==> src/rtl/vga_fb_arbiter.sv <==
// vga_fb_arbiter: shares one framebuffer RAM between display fetch (priority) and a FIFO-buffered pixel writer
module vga_fb_arbiter #(
  parameter int AW = 19,
  parameter int DW = 8,
  parameter int FIFO_DEPTH = 4,
  parameter int CW = 16
) (
  input  logic                          clk,
  input  logic                          reset,
  input  logic                          disp_req,
  input  logic [AW-1:0]                 disp_addr,
  output logic [DW-1:0]                 disp_data,
  output logic                          disp_valid,
  input  logic                          wr_valid,
  output logic                          wr_ready,
  input  logic [AW-1:0]                 wr_addr,
  input  logic [DW-1:0]                 wr_data,
  output logic [AW-1:0]                 ram_addr,
  output logic                          ram_we,
  output logic [DW-1:0]                 ram_wdata,
  input  logic [DW-1:0]                 ram_rdata,
  output logic [$clog2(FIFO_DEPTH):0]   fifo_level,
  output logic [CW-1:0]                 defer_cnt
);
  localparam int PW = $clog2(FIFO_DEPTH);
  localparam int LW = PW + 1;
  logic [AW-1:0] q_addr [FIFO_DEPTH];
  logic [DW-1:0] q_data [FIFO_DEPTH];
  logic [PW-1:0] wp, rp;
  logic [AW-1:0] last_addr;
  logic          rd_pend, push, pop, nonempty;
  assign nonempty = fifo_level != '0;
  assign wr_ready = fifo_level != LW'(FIFO_DEPTH);
  assign push     = wr_valid && wr_ready;
  assign pop      = !disp_req && nonempty;
  always_comb begin
    ram_we    = pop;
    ram_wdata = pop ? q_data[rp] : '0;
    ram_addr  = reset ? '0 : disp_req ? disp_addr : pop ? q_addr[rp] : last_addr;
  end
  always_ff @(posedge clk) begin
    if (push) begin
      q_addr[wp] <= wr_addr;
      q_data[wp] <= wr_data;
    end
  end
  always_ff @(posedge clk or posedge reset) begin
    if (reset) begin
      wp         <= '0;
      rp         <= '0;
      fifo_level <= '0;
      last_addr  <= '0;
      rd_pend    <= 1'b0;
      disp_valid <= 1'b0;
      disp_data  <= '0;
      defer_cnt  <= '0;
    end else begin
      if (push) wp <= wp + 1'b1;
      if (pop) rp <= rp + 1'b1;
      fifo_level <= fifo_level + LW'(push) - LW'(pop);
      last_addr  <= ram_addr;
      rd_pend    <= disp_req;
      disp_valid <= rd_pend;
      if (rd_pend) disp_data <= ram_rdata;
      if (disp_req && nonempty && defer_cnt != '1) defer_cnt <= defer_cnt + 1'b1;
    end
  end
endmodule

==> config.mk <==
export PLATFORM = sky130hd
export DESIGN_NAME = vga_fb_arbiter
export DESIGN_NICKNAME = d
export VERILOG_FILES = /design/src/rtl/vga_fb_arbiter.sv
export SDC_FILE = /design/constraint.sdc
export NUM_CORES = 1
export LEC_CHECK = 0
export ABC_CLOCK_PERIOD_IN_PS = 6800
export BUFFER_PORTS_ARGS = -buffer_cell sky130_fd_sc_hd__buf_2
export CORE_MARGIN = 5
export CORE_UTILIZATION = 45
export DETAILED_ROUTE_END_ITERATION = 6
export PLACE_DENSITY_LB_ADDON = 0.3
export SETUP_SLACK_MARGIN = 0.5
export SYNTH_ARGS = -nofsm -noshare
export SYNTH_HDL_FRONTEND = slang
export SYNTH_SLANG_ARGS = --single-unit
==> constraint.sdc <==
create_clock -name clk -period 6.8 [get_ports clk]
set_input_delay 0.68 -clock clk [delete_from_list [all_inputs] [get_ports clk]]
set_output_delay 0.68 -clock clk [all_outputs]
set_load 0.05 [all_outputs]
After elaboration in Yosys (flattened, before gate mapping). Memories as Yosys holds them, arrays and structs flattened. Cells that the tools add are included.

Bits of input ports: 58. Memories: 2. Word-level logic and storage cells: 29. Memory bits (writable): 108. Flip-flop bits (word level): 52. Output and inout bits: 57.

Memories: q_addr (depth 4, width 19, rd ports 1, clocked after memory_dff 0, wr ports 1, RTL line 27) `logic [AW-1:0] q_addr [FIFO_DEPTH];`; q_data (depth 4, width 8, rd ports 1, clocked after memory_dff 0, wr ports 1, RTL line 28) `logic [DW-1:0] q_data [FIFO_DEPTH];`.

$add $sub $neg: 5. Muxes and demuxes: 6. Reduce and logical (&&, ||, !) cells: 6. Equal/unequal tests: 2.

Operators by type and width (number): 2-to-1 mux 19 bit (3); adder 16 x 1 -> 16 bit, second input constant (1); != test 16 bit, second input constant (1); 2-to-1 mux 8 bit (1); adder 2 x 1 -> 2 bit, second input constant (2); logical AND 1 bit (4); adder 3 x 1 -> 3 bit (1); != test 3 bit, second input constant (1); nonzero test 3 bit (1); subtractor 3 x 1 -> 3 bit (1); 2-to-1 mux 1 bit (2); zero test 1 bit (1).

Depth between registers and ports, before layout.
Depth in word-level cells: 5. Gate-level depth with buffers: 10. Mapped depth without buffers: 10.

Worst setup path before layout. OpenSTA, ideal clock, no wires.

Path type: reg2out. Start: reg fifo_level[2]. End: out ram_addr[10]. Data required time: 6.120 ns. Buffers on the path: 2. Arrival: 2.730 ns. Stages on the path, launching flop included: 6. Path slack: 3.390 ns. Path through: dfrtp_1 -> or3_1 -> buf_2 -> buf_1 -> nand2_1 -> a221oi_1.

Longest elaborated chain between the ends: 5.

RTL lines: start, declared (RTL line 22) `output logic [$clog2(FIFO_DEPTH):0] fifo_level,`; start signal, assigned (RTL line 60) `fifo_level <= fifo_level + LW'(push) - LW'(pop);`; nonzero test 3 bit (RTL line 32) `assign nonempty = fifo_level != '0;`; logical AND 1 bit (RTL line 35) `assign pop = !disp_req && nonempty;`; 2-to-1 mux 19 bit (3 in a row) (RTL line 39) `ram_addr = reset ? '0 : disp_req ? disp_addr : pop ? q_addr[rp] : last_addr;`; end, declared (RTL line 18) `output logic [AW-1:0] ram_addr,`.

No other way between the ends.

Worst setup path after layout.
Start: reg rp[0]. End: out ram_addr[9].

Longest elaborated chain between the ends: 4.

RTL lines: start, declared (RTL line 29) `logic [PW-1:0] wp, rp;`; start signal, assigned (RTL line 59) `if (pop) rp <= rp + 1'b1;`; memory (4 x 19 bit); 2-to-1 mux 19 bit (3 in a row) (RTL line 39).

No other way between the ends.

==> impl_metrics.toml <==
[critical_path]
crit_type = "reg -> out"
reg2reg_from = "fifo_level[2]"
crit_chain = "mux4_2 -> nand2_1 -> a221oi_1 -> buf_2"
crit_arrival_ns = 2.72
cp_max_fo = 29
start_kind = "flip-flop"
critPathSlowestCell = "dfrtp_2"
required_ns = 6.12
setup.worst_path.start = "rp[0]"
rrSetupSlack_ns = 4.27
worst_setup_path_end_kind = "primary output"
slowest_delay_ns = 1.04

[placed_design]
dpl_cell_area_um2 = 7190
place.gp.congestion = 0.732
post-dp-hpwl_mm = 8.24
io_buffers = 114
dp_slack_ns = 3.75

[clock_network]
htreeDepth = 4
postCtsResizedCells = 0
clk-insertion-delay-late_ns = 0.43
cts_tree = "built"
cts_buffers = 17
clkSinkCount = 160
clk_pin_slew_worst_paths_ns = 0.06
postCtsHoldBufs = 0
cts_root_buf = "clkbuf_16"
postCtsSetupRepairBufs = 0
clock_path_buffers = 2

[global_route]
overflow = 0
antenna_found_initial = 0
track_usage_pct = 16.6
grt_pass1_wl_mm = 20.8
grt_pass1_vias = 3849
grt_max_degree = 53

[sta]
skew_ns = 0.00838
timing_hold_violations_final = 0
setup_slack_ns = 3.40
hold_slack_ns = 0.467
finalMaxSlewViolations = 0
setup_viol = 0
finalCritPeriodShare_pct = 50.0
timing.fmax_mhz = 294
worstMarginPinSlew_ns = 1.12
tns_ns = 0
slew_headroom_pct = 25.0
rsz0062_at_grt = "false"
fin_crit_ns = 3.40

[finish]
final_design_area_no_fill_um2 = 7860
drive_above_1_share_pct = 38.1
final_core_util_pct = 56.4
fin_nets = 570
area_delta_synth_final_pct = 22.4

[detailed_routing]
wl_per_cell_um = 19.0
postRouteAntennaNets = 0
vias_per_cell = 5.31
drc = 0
dr_total_vias = 3705
wl_met3_mm = 1.07
wl_met1_mm = 5.63
drtPass1Iterations = 4
top_layer = "met4"
dr.first_iter.drc_count = 205
dr_wl_met2_mm = 6.48
routed_wirelength_mm = 13.3

[flow_run]
maxCapViolCount = 0

[pwr]
p_per_area_nw_per_um2 = 443
peakVddDrop_v = 0.000270
p_leak_nw = 3.29

[floorplanning]
die_area_um2 = 16800
die_height_um = 130
start_util_pct = 46.1
core-area_um2 = 13900
rows = 43
chipWidth_um = 130
pin_count = 115

[logic_synthesis]
ys_types = 33
async_flop_share_pct = 32.5
synth_edf_count = 108
yosysTopAreaCellShare_pct = 50.5
synth_nets = 451
synth_top_cell_by_area = "edfxtp_1"
ys_ff_latch = 160
synth_area_per_cell_um2 = 16.7
netlist_instances = 385
syn_area_um2 = 6430
synthTopCellsByArea = "edfxtp_1 (50%), dfrtp_1 (20%), mux4_2 (9.5%)"
synthFlopType = "edfxtp_1"
synth_warnings = 0
ys_seq_area_share_pct = 70.7

[min_path]
min-delay-start = "wr_data[2]"
hold_path.class = "in -> reg"

[status]
status = "completed"
## kinds of logic after synthesis
| logic type | synth area share (%) |
|---|---|
| AOI/OAI and AO/OA | 4.34 |
| xor gates and xnor gates | 2.59 |
| adders and majority gates | 1.67 |
| buffers and inverters | 2.94 |
| DFF | 70.7 |
| muxes | 11.4 |
| and+or+nand+nor | 6.29 |
## final cells by class
| class | instances | area [µm²] |
|---|---|---|
| antenna | 1 | 2.50 |
| clock buffer | 19 | 443 |
| clock inverter | 13 | 233 |
| fill | 1104 | 6070 |
| inverter | 27 | 101 |
| multi-input combinational | 178 | 1700 |
| sequential | 160 | 4550 |
| tap | 180 | 225 |
| timing repair buffer | 120 | 616 |
## synth_stat cells (2+ instances only)
cell type  number
a221oi_1       19
nor4_1          4
a21oi_1        19
and3_1          4
nand3_1         7
nand4_2         2
nand2_1        27
edfxtp_1      108
nor3_1          5
inv_1          27
a311oi_1        2
xnor2_1         5
and2_1          9
nor2_1          5
xor2_1         14
clkbuf_1       11
mux2_2         10
buf_2           7
dfrtp_1        52
ha_1            7
and4_1          2
nand4_1         2
mux4_2         27
## metal layers
| layer | vias up | global-route usage [%] |
|---|---|---|
| met4 | 0 | 5.26 |
| li1 | 1711 | - |
| met3 | 13 | 5.94 |
| met1 | 1857 | 21.3 |
| met2 | 124 | 26.8 |
| met5 | - | 0 |
## power by group
part | leakage [nW] | switching [mW] | total, mW | internal [mW]
registers | 1.64 | 0.151 | 1.41 | 1.26
logic | 1.32 | 0.635 | 0.999 | 0.365
clock network | 0.328 | 0.373 | 1.07 | 0.699
## sequential cells by signal, indices dropped and copies added, names as in the netlist
| register | cells |
|---|---|
| defer_cnt | 16 |
| disp_data | 8 |
| disp_valid | 1 |
| fifo_level | 3 |
| last_addr | 19 |
| q_addr | 76 |
| q_data | 32 |
| rd_pend | 1 |
| rp | 2 |
| wp | 2 |
## critical path, delay by kind of cell (launching register included)
family,cells,cell delay (ns)
compound gates,1,0.45
buf+inv,1,0.35
flops,1,1.04
simple gates,1,0.06
mux,1,0.38
## worst paths after layout
check,to,depth (start not counted)
min in group asynchronous,last_addr[11],2
min,q_data[3][2],1
max reg2reg,fifo_level[2],9
max,ram_addr[9],4
max in group asynchronous,rp[0],2
min reg2reg,defer_cnt[15],1
## metrics by stage
stage,cells,total power [mW]
floorplan,385,2.16
global placement,665,2.42
detailed placement,665,2.45
CTS,697,3.52
global route,697,3.65
finish,698,3.48
## layout by cell type (no fill, tap or decap), drive strengths merged, types with 2 or more instances in the layout
| master | instances |
|---|---|
| nor4 | 5 |
| ha | 7 |
| nand2 | 27 |
| buf | 120 |
| nand3 | 7 |
| a221oi | 19 |
| clkinv | 5 |
| and3 | 4 |
| clkbuf | 19 |
| and2 | 9 |
| inv | 28 |
| a21oi | 19 |
| nor2 | 6 |
| mux4 | 27 |
| and4 | 3 |
| edfxtp | 108 |
| a311oi | 2 |
| bufinv | 6 |
| xor2 | 14 |
| mux2 | 11 |
| dfrtp | 52 |
| xnor2 | 5 |
| nor3 | 5 |
| nand4 | 4 |
Power figures use the tool's default switching activity.
